==> src/rtl/exec_alu.sv <==
// Y86-64 execute stage: operand selection, ALU, condition-code register and branch/cmov condition.
// Build macro ALU_OR_EN adds bitwise OR as OP function 4.
module exec_alu #(
  parameter int DATA_WID = 64
) (
  input  logic                clk,
  input  logic                rst_n,
  input  logic [3:0]          icode,
  input  logic [3:0]          ifun,
  input  logic [DATA_WID-1:0] valA,
  input  logic [DATA_WID-1:0] valB,
  input  logic [DATA_WID-1:0] valC,
  output logic [DATA_WID-1:0] valE,
  output logic [3:0]          cc,
  output logic                cnd
);

  localparam logic [3:0] I_CMOVXX = 4'h2;
  localparam logic [3:0] I_IRMOV  = 4'h3;
  localparam logic [3:0] I_RMMOV  = 4'h4;
  localparam logic [3:0] I_MRMOV  = 4'h5;
  localparam logic [3:0] I_OP     = 4'h6;
  localparam logic [3:0] I_JXX    = 4'h7;
  localparam logic [3:0] I_CALL   = 4'h8;
  localparam logic [3:0] I_RET    = 4'h9;
  localparam logic [3:0] I_PUSH   = 4'hA;
  localparam logic [3:0] I_POP    = 4'hB;

  localparam logic [3:0] F_ADD = 4'h0;
  localparam logic [3:0] F_SUB = 4'h1;
  localparam logic [3:0] F_AND = 4'h2;
  localparam logic [3:0] F_XOR = 4'h3;
  localparam logic [3:0] F_OR  = 4'h4;

  localparam int MSB = DATA_WID - 1;

`ifdef ALU_OR_EN
  localparam bit OR_EN = 1'b1;
`else
  localparam bit OR_EN = 1'b0;
`endif

  localparam logic [DATA_WID-1:0] STACK_DEC = {{(DATA_WID-4){1'b1}}, 4'b1000};
  localparam logic [DATA_WID-1:0] STACK_INC = DATA_WID'(8);

  logic [DATA_WID-1:0] alu_a;
  logic [DATA_WID-1:0] alu_b;
  logic [DATA_WID-1:0] alu_res;
  logic [3:0]          fun_sel;
  logic                fun_ok;
  logic                of_flag;
  logic                zf_flag;
  logic                sf_flag;
  logic [3:0]          cc_reg;
  logic [3:0]          cc_next;
  logic                cc_we;

  always_comb begin
    alu_a = '0;
    case (icode)
      I_CMOVXX, I_OP:             alu_a = valA;
      I_IRMOV, I_RMMOV, I_MRMOV:  alu_a = valC;
      I_CALL, I_PUSH:             alu_a = STACK_DEC;
      I_RET, I_POP:               alu_a = STACK_INC;
      default:                    alu_a = '0;
    endcase
  end

  always_comb begin
    alu_b = '0;
    case (icode)
      I_RMMOV, I_MRMOV, I_OP, I_CALL, I_PUSH, I_RET, I_POP: alu_b = valB;
      default:                                              alu_b = '0;
    endcase
  end

  assign fun_sel = (icode == I_OP) ? ifun : F_ADD;

  // Overflow is judged on operand signs versus result sign (two's complement rules).
  always_comb begin
    alu_res = '0;
    fun_ok  = 1'b1;
    of_flag = 1'b0;
    case (fun_sel)
      F_ADD: begin
        alu_res = alu_b + alu_a;
        of_flag = (alu_a[MSB] == alu_b[MSB]) && (alu_res[MSB] != alu_a[MSB]);
      end
      F_SUB: begin
        alu_res = alu_b - alu_a;
        of_flag = (alu_a[MSB] != alu_b[MSB]) && (alu_res[MSB] != alu_b[MSB]);
      end
      F_AND: alu_res = alu_b & alu_a;
      F_XOR: alu_res = alu_b ^ alu_a;
      F_OR: begin
        if (OR_EN) alu_res = alu_b | alu_a;
        else       fun_ok  = 1'b0;
      end
      default: fun_ok = 1'b0;
    endcase
  end

  assign zf_flag = (alu_res == '0);
  assign sf_flag = alu_res[MSB];
  assign cc_next = {1'b0, of_flag, sf_flag, zf_flag};
  assign cc_we   = (icode == I_OP) && fun_ok;
  assign valE    = alu_res;

  always_ff @(posedge clk) begin
    if (!rst_n) begin
      cc_reg <= 4'b0001;
    end else if (cc_we) begin
      cc_reg <= cc_next;
    end
  end

  assign cc = cc_reg;

  // Condition uses stored flags, i.e. those of the previous OP instruction.
  always_comb begin
    cnd = 1'b0;
    if (icode == I_CMOVXX || icode == I_JXX) begin
      case (ifun)
        4'h0:    cnd = 1'b1;
        4'h1:    cnd = (cc_reg[1] ^ cc_reg[2]) | cc_reg[0];
        4'h2:    cnd = cc_reg[1] ^ cc_reg[2];
        4'h3:    cnd = cc_reg[0];
        4'h4:    cnd = ~cc_reg[0];
        4'h5:    cnd = ~(cc_reg[1] ^ cc_reg[2]);
        4'h6:    cnd = ~(cc_reg[1] ^ cc_reg[2]) & ~cc_reg[0];
        default: cnd = 1'b0;
      endcase
    end
  end

endmodule

==> config.mk <==
export PLATFORM = sky130hd
export DESIGN_NAME = exec_alu
export DESIGN_NICKNAME = d
export VERILOG_FILES = /design/src/rtl/exec_alu.sv
export SDC_FILE = /design/constraint.sdc
export NUM_CORES = 1
export LEC_CHECK = 0
export CORE_MARGIN = 5
export CORE_UTILIZATION = 28
export CTS_CLUSTER_DIAMETER = 100
export DETAILED_ROUTE_END_ITERATION = 10
export PLACE_DENSITY = 0.56
export SLEW_MARGIN = 15
export SYNTH_ARGS = -nofsm -noshare
export SYNTH_HDL_FRONTEND = slang
export SYNTH_SLANG_ARGS = --single-unit
export TNS_END_PERCENT = 10
==> constraint.sdc <==
create_clock -name clk -period 10.99 [get_ports clk]
set_input_delay 2.7475 -clock clk [delete_from_list [all_inputs] [get_ports clk]]
set_output_delay 2.7475 -clock clk [all_outputs]
set_load 0.01 [all_outputs]
# ---- Word level (Yosys, flattened, before mapping)
# Cells that the tools add are included.
dict set report classes {
  addsub 2
  multipliers 0
  div_mod_pow 0
  order_cmp 0
  n_eq_ne 23
  shift 0
  muxes 8
  bitwise_logic 7
  n_reduce_logical 13
}
# operator count
set ops {}
lappend ops {{$pmux 64 s4} 2}
lappend ops {{$add 64x64->64} 1}
lappend ops {{$and 64x64->64} 1}
lappend ops {{$logic_not 64->1} 1}
lappend ops {{$mux 64} 1}
lappend ops {{$sub 64x64->64} 1}
lappend ops {{$xor 64x64->64} 1}
lappend ops {{$eq 4x3->1 const B} 7}
lappend ops {{$eq 4x2->1 const B} 6}
lappend ops {{$eq 4x4->1 const B} 4}
lappend ops {{$eq 4x1->1 const B} 2}
lappend ops {{$logic_not 4->1} 2}
lappend ops {{$pmux 1 s7} 1}
lappend ops {{$reduce_or 7->1} 1}
lappend ops {{$reduce_or 2->1} 3}
lappend ops {{$mux 4} 1}
lappend ops {{$reduce_or 4->1} 1}
lappend ops {{$logic_and 1x1->1} 3}
lappend ops {{$ne 1x1->1} 3}
lappend ops {{$reduce_or 3->1} 1}
lappend ops {{$mux 1} 2}
lappend ops {{$not 1->1} 2}
lappend ops {{$pmux 1 s2} 1}
lappend ops {{$and 1x1->1} 1}
lappend ops {{other kinds (4)} 4}
dict set report totals {
  register_bits 3
  latch_bits 0
  ram_bits 0
  rom_bits 0
  elab_cells 54
  n_memories 0
}

# ---- Logic depth before layout (Yosys ltp)
dict set report logic_depth {
  word_depth 7
  mapped_depth 22
}

# ---- Worst setup path after synthesis
# OpenSTA, ideal clock, no wires.
dict set report synth_timing {
  path_type {in2out}
  start {input port icode[3]}
  end {output port valE[62]}
  arrival_time_ns 7.355
  slack_ns 0.887
  stages 18
  path_buffers 5
  cell_sequence {buf_2 > nor3b_1 > clkbuf_1 > buf_1 > clkbuf_1 > a221oi_1 > ha_1 > buf_6 > or4_4 > or4_1 > o21bai_2 > a21boi_1 > a41oi_1 > a311o_1 > a21oi_1 > a2111oi_0 > a211o_1 > nand2_1}
}
dict set report synth_via {
  elab_chain_len 5
}
# element line
set synth_lines {}
lappend synth_lines {{start: declaration} 8} ;# input logic [3:0] icode,
lappend synth_lines {{$eq 4x3->1, or another cell as far along} {60, 71}}
lappend synth_lines {{$reduce_or 3->1, or another cell as far along} 60} ;# case (icode)
lappend synth_lines {{$pmux 64 s4 / $mux 64 (equally long branches)} {60, 71}}
lappend synth_lines {{$sub 64x64->64, or another cell as far along} 90} ;# alu_res = alu_b - alu_a;
lappend synth_lines {{$pmux 64 s4 *} 84} ;# case (fun_sel)
lappend synth_lines {{end: declaration} 13} ;# output logic [DATA_WID-1:0] valE,
# Mark *: on every way between the ends. The rest lies on a longest branch, timed or not.

# ---- Worst setup path in the final report
dict set report layout_timing {
  start {input port icode[2]}
  end {output port valE[61]}
}
# The elaborated chain is that of the path after synthesis.

==> results.py <==
metrics = {
    "hold_path": {
        "min_path_type": "register to register",
    },
    "global_route": {
        "grt_pass1_wl_um": 115000,
        "antenna_found_initial": 0,
        "grt_start_max_net_pins": 61,
        "grt_overflow": 0,
        "grt_pass1_vias": 18500,
        "grt_usage_pct": 30.5,
    },
    "power": {
        "p_leak_nw": 8.74,
        "p_per_area_nw_per_um2": 73.8,
        "ir_drop_mv": 0.0501,
    },
    "route": {
        "antenna_left": 0,
        "drt-vias-per-instance": 5.99,
        "drcViolationCount": 0,
        "wl_per_cell_um": 24.7,
        "routed_wl_um": 78600,
        "firstDrtPassIters": 6,
        "vias": 19100,
        "drtIter0Drc": 2192,
    },
    "logic_synthesis": {
        "synth_seq_area_share_pct": 0.483,
        "ys.flop_type": "dfxtp_1",
        "syn-num-nets": 2321,
        "ys_async_sr_fraction_pct": 0,
        "synth.distinct_cells": 102,
        "synth_edf_count": 0,
        "synth_area_um2": 12400,
        "ys_ff_latch": 3,
        "syn_inst": 1984,
        "ys_warn_count": 0,
        "syn-mean-instance-area_um2": 6.27,
    },
    "setup_path": {
        "r2r_slack_ps": 10190,
        "start_kind": "primary input",
        "r2r_cells": 2,
        "arrival_ps": 8270,
        "path_delay_family": "simple AND/OR/NAND/NOR gates",
        "path_buf_inv": 5,
        "worstSetupStartpoint": "icode[2]",
        "rr_startpoint": "cc[0]$_SDFFE_PN1P_",
        "crit_end": "valE[61]",
        "required_ps": 8240,
        "worstSetupPathType": "primary input to primary output",
        "path_depth": 19,
        "cp_slowest_cell": "clkdlybuf4s50_1",
        "worstReg2RegEnd": "cc[0]$_SDFFE_PN1P_",
        "critPathMaxStageDelay_ps": 610,
        "critPathMaxFanout": 20,
        "end_kind": "primary output",
        "crit_chain": "clkdlybuf4s50_1 > nand3b_1 > a21oi_4 > buf_12 > a221oi_2 > ha_1 > or4_4 > buf_4 > nor4_4 > and3_1 > a221oi_2 > buf_4 > o211a_1 > and2_1 > or4_1 > a21oi_1 > o21ai_0 > o21ai_0 > clkdlybuf4s50_1",
    },
    "run_status": {
        "status": "finished, violations left",
        "failed_checks": "negative setup slack",
    },
    "timing": {
        "finalHoldViolations": 0,
        "period_share_pct": 100,
        "period_minus_slack_ps": 11020,
        "max_freq_ghz": 0.0908,
        "setup_ws_ps": -27.4,
        "relSlewSlack_pct": 33.0,
        "fin_skew_ps": 0,
        "worstMarginPinSlew_ps": 1010,
        "slew_violations": 0,
        "setup_violations": 1,
        "rsz0062_at_grt": "true",
        "finalSetupTns_ps": -27.4,
    },
    "cells_and_area": {
        "seq_area_um2": 60.1,
        "final_cell_mix": "455 x buf_4, 267 x clkdlybuf4s50_1, 196 x nor2_1",
        "multiInputGateArea_um2": 11700,
        "layout.nets": 2928,
        "diodes": 0,
        "largest_reg_flops": 3,
        "drive_gt1_share_pct": 21.8,
        "area_delta_synth_final_pct": 55.6,
        "fillCellCount": 4674,
        "final_common_cell": "buf_4",
    },
    "clock_network": {
        "holdBufCountCts": 0,
        "cts_tree": "built",
        "cts_root_buf": "clkbuf_16",
        "cts.path.max_buffers": 2,
        "cts_sinks": 3,
        "cts_inserted_buffers": 3,
        "clk_latency_ps": 230,
        "htree_levels": 1,
        "cts.clk_slew.worst_paths_ps": 30,
    },
    "die": {
        "die_area_um2": 48700,
        "initial_core_util_pct": 28.2,
        "coreArea_um2": 44000,
        "fp.dieH_um": 221,
        "row_count": 77,
        "ioPinCount": 271,
        "die_x_um": 221,
    },
    "placed_design": {
        "place_ws_ps": -295,
        "hpwl_um": 65200,
        "port_buffers": 269,
        "gp_congestion": 1.06,
    },
    "job": {
        "drv_cap": 0,
    },
}
## stage by stage
step | std cells | util (%) | total power [mW] | instance area (µm²) | hold WS, ps
after floorplan | 1984 | - | 0.639 | 12400 | 511
after global placement | 3175 | 43.0 | 1.32 | 19000 | 499
after detailed placement | 3175 | 43.0 | 1.31 | 19000 | 495
after CTS | 3181 | 43.4 | 1.39 | 19100 | 502
after global routing | 3182 | 43.9 | 1.51 | 19300 | 526
final | 3182 | 43.9 | 1.43 | 19300 | 509
## worst min path at each step
stage                             from                 end  depth (start not counted)
floorplan           cc[1]$_SDFFE_PN0P_  cc[1]$_SDFFE_PN0P_                          2
global placement    cc[1]$_SDFFE_PN0P_  cc[1]$_SDFFE_PN0P_                          2
detailed placement  cc[1]$_SDFFE_PN0P_  cc[1]$_SDFFE_PN0P_                          2
CTS                 cc[1]$_SDFFE_PN0P_  cc[1]$_SDFFE_PN0P_                          2
global route        cc[1]$_SDFFE_PN0P_  cc[1]$_SDFFE_PN0P_                          2
finish              cc[1]$_SDFFE_PN0P_  cc[1]$_SDFFE_PN0P_                          2
## report_power, final
part / internal (mW) / total, mW / switching [mW]
Sequential: 0.0111 / 0.0113 / 0.000190
Clock: 0.0480 / 0.0589 / 0.0110
Combinational: 0.608 / 1.36 / 0.748
Total: 0.667 / 1.43 / 0.760
## worst register-to-register path, stage by stage, from the launching register on
cell and delay (ps):
dfxtp_1 490, a21boi_0 140, o21ai_1 100
## what timing repair did
item | CTS | global route
buffers inserted | 2 | 1
gates resized for setup | 18 | 47
pin swaps | 2 | 2
endpoints found under the setup margin | 8 | 16
hold endpoints to repair | 0 | 0
## synth_stat cells (all sizes together) (15+ instances only)
library cell / number / share of area [%]
ha: 133 / 13
a2111oi: 16 / 1.1
o21bai: 25 / 1.5
nand2b: 18 / 0.91
inv: 128 / 3.9
o21ai: 131 / 5.3
nand4: 39 / 2.0
nand2: 178 / 5.4
clkbuf: 95 / 2.9
and3: 16 / 0.81
or3: 16 / 0.85
a221oi: 69 / 4.9
mux2i: 16 / 1.3
nor2: 197 / 5.9
or2: 15 / 0.75
a211oi: 23 / 1.5
o211ai: 35 / 2.2
o31ai: 36 / 2.3
a21o: 42 / 2.5
a21oi: 177 / 7.2
nor2b: 28 / 1.5
xnor2: 19 / 1.3
and2: 71 / 3.6
a31oi: 40 / 2.0
nand3: 49 / 2.0
a21boi: 15 / 0.91
nor4: 39 / 2.0
buf: 38 / 1.5
nor3: 53 / 2.1
## routing by layer
metal / up-vias / part of all wire (%) / GRT usage, %
li1: 8755 / - / -
met1: 9082 / 45 / 43.9
met2: 1074 / 43 / 47.5
met3: 160 / 9.0 / 4.27
met4: 0 / 3.3 / 8.31
met5: - / 0 / 0
## area by class of cell
type / instances / share of cell area, %
Clock buffer: 4 / 0.408
Inverter: 129 / 2.50
Multi-Input combinational cell: 1719 / 60.3
Sequential cell: 3 / 0.310
Tap cell: 592 / 3.83
Timing Repair Buffer: 735 / 32.6
## cells by family after synthesis
family / Yosys count / share of synthesized area (%)
flip-flops: 3 / 0.483
multiplexers: 18 / 1.47
XOR/XNOR: 25 / 1.76
AND/OR/NAND/NOR: 751 / 30.0
buffers and inverters: 262 / 8.24
adder cells (fa/ha/maj): 135 / 13.7
AO/OA/AOI/OAI: 789 / 44.3
other: 1 / 0.0302
Power figures use the tool's default switching activity.
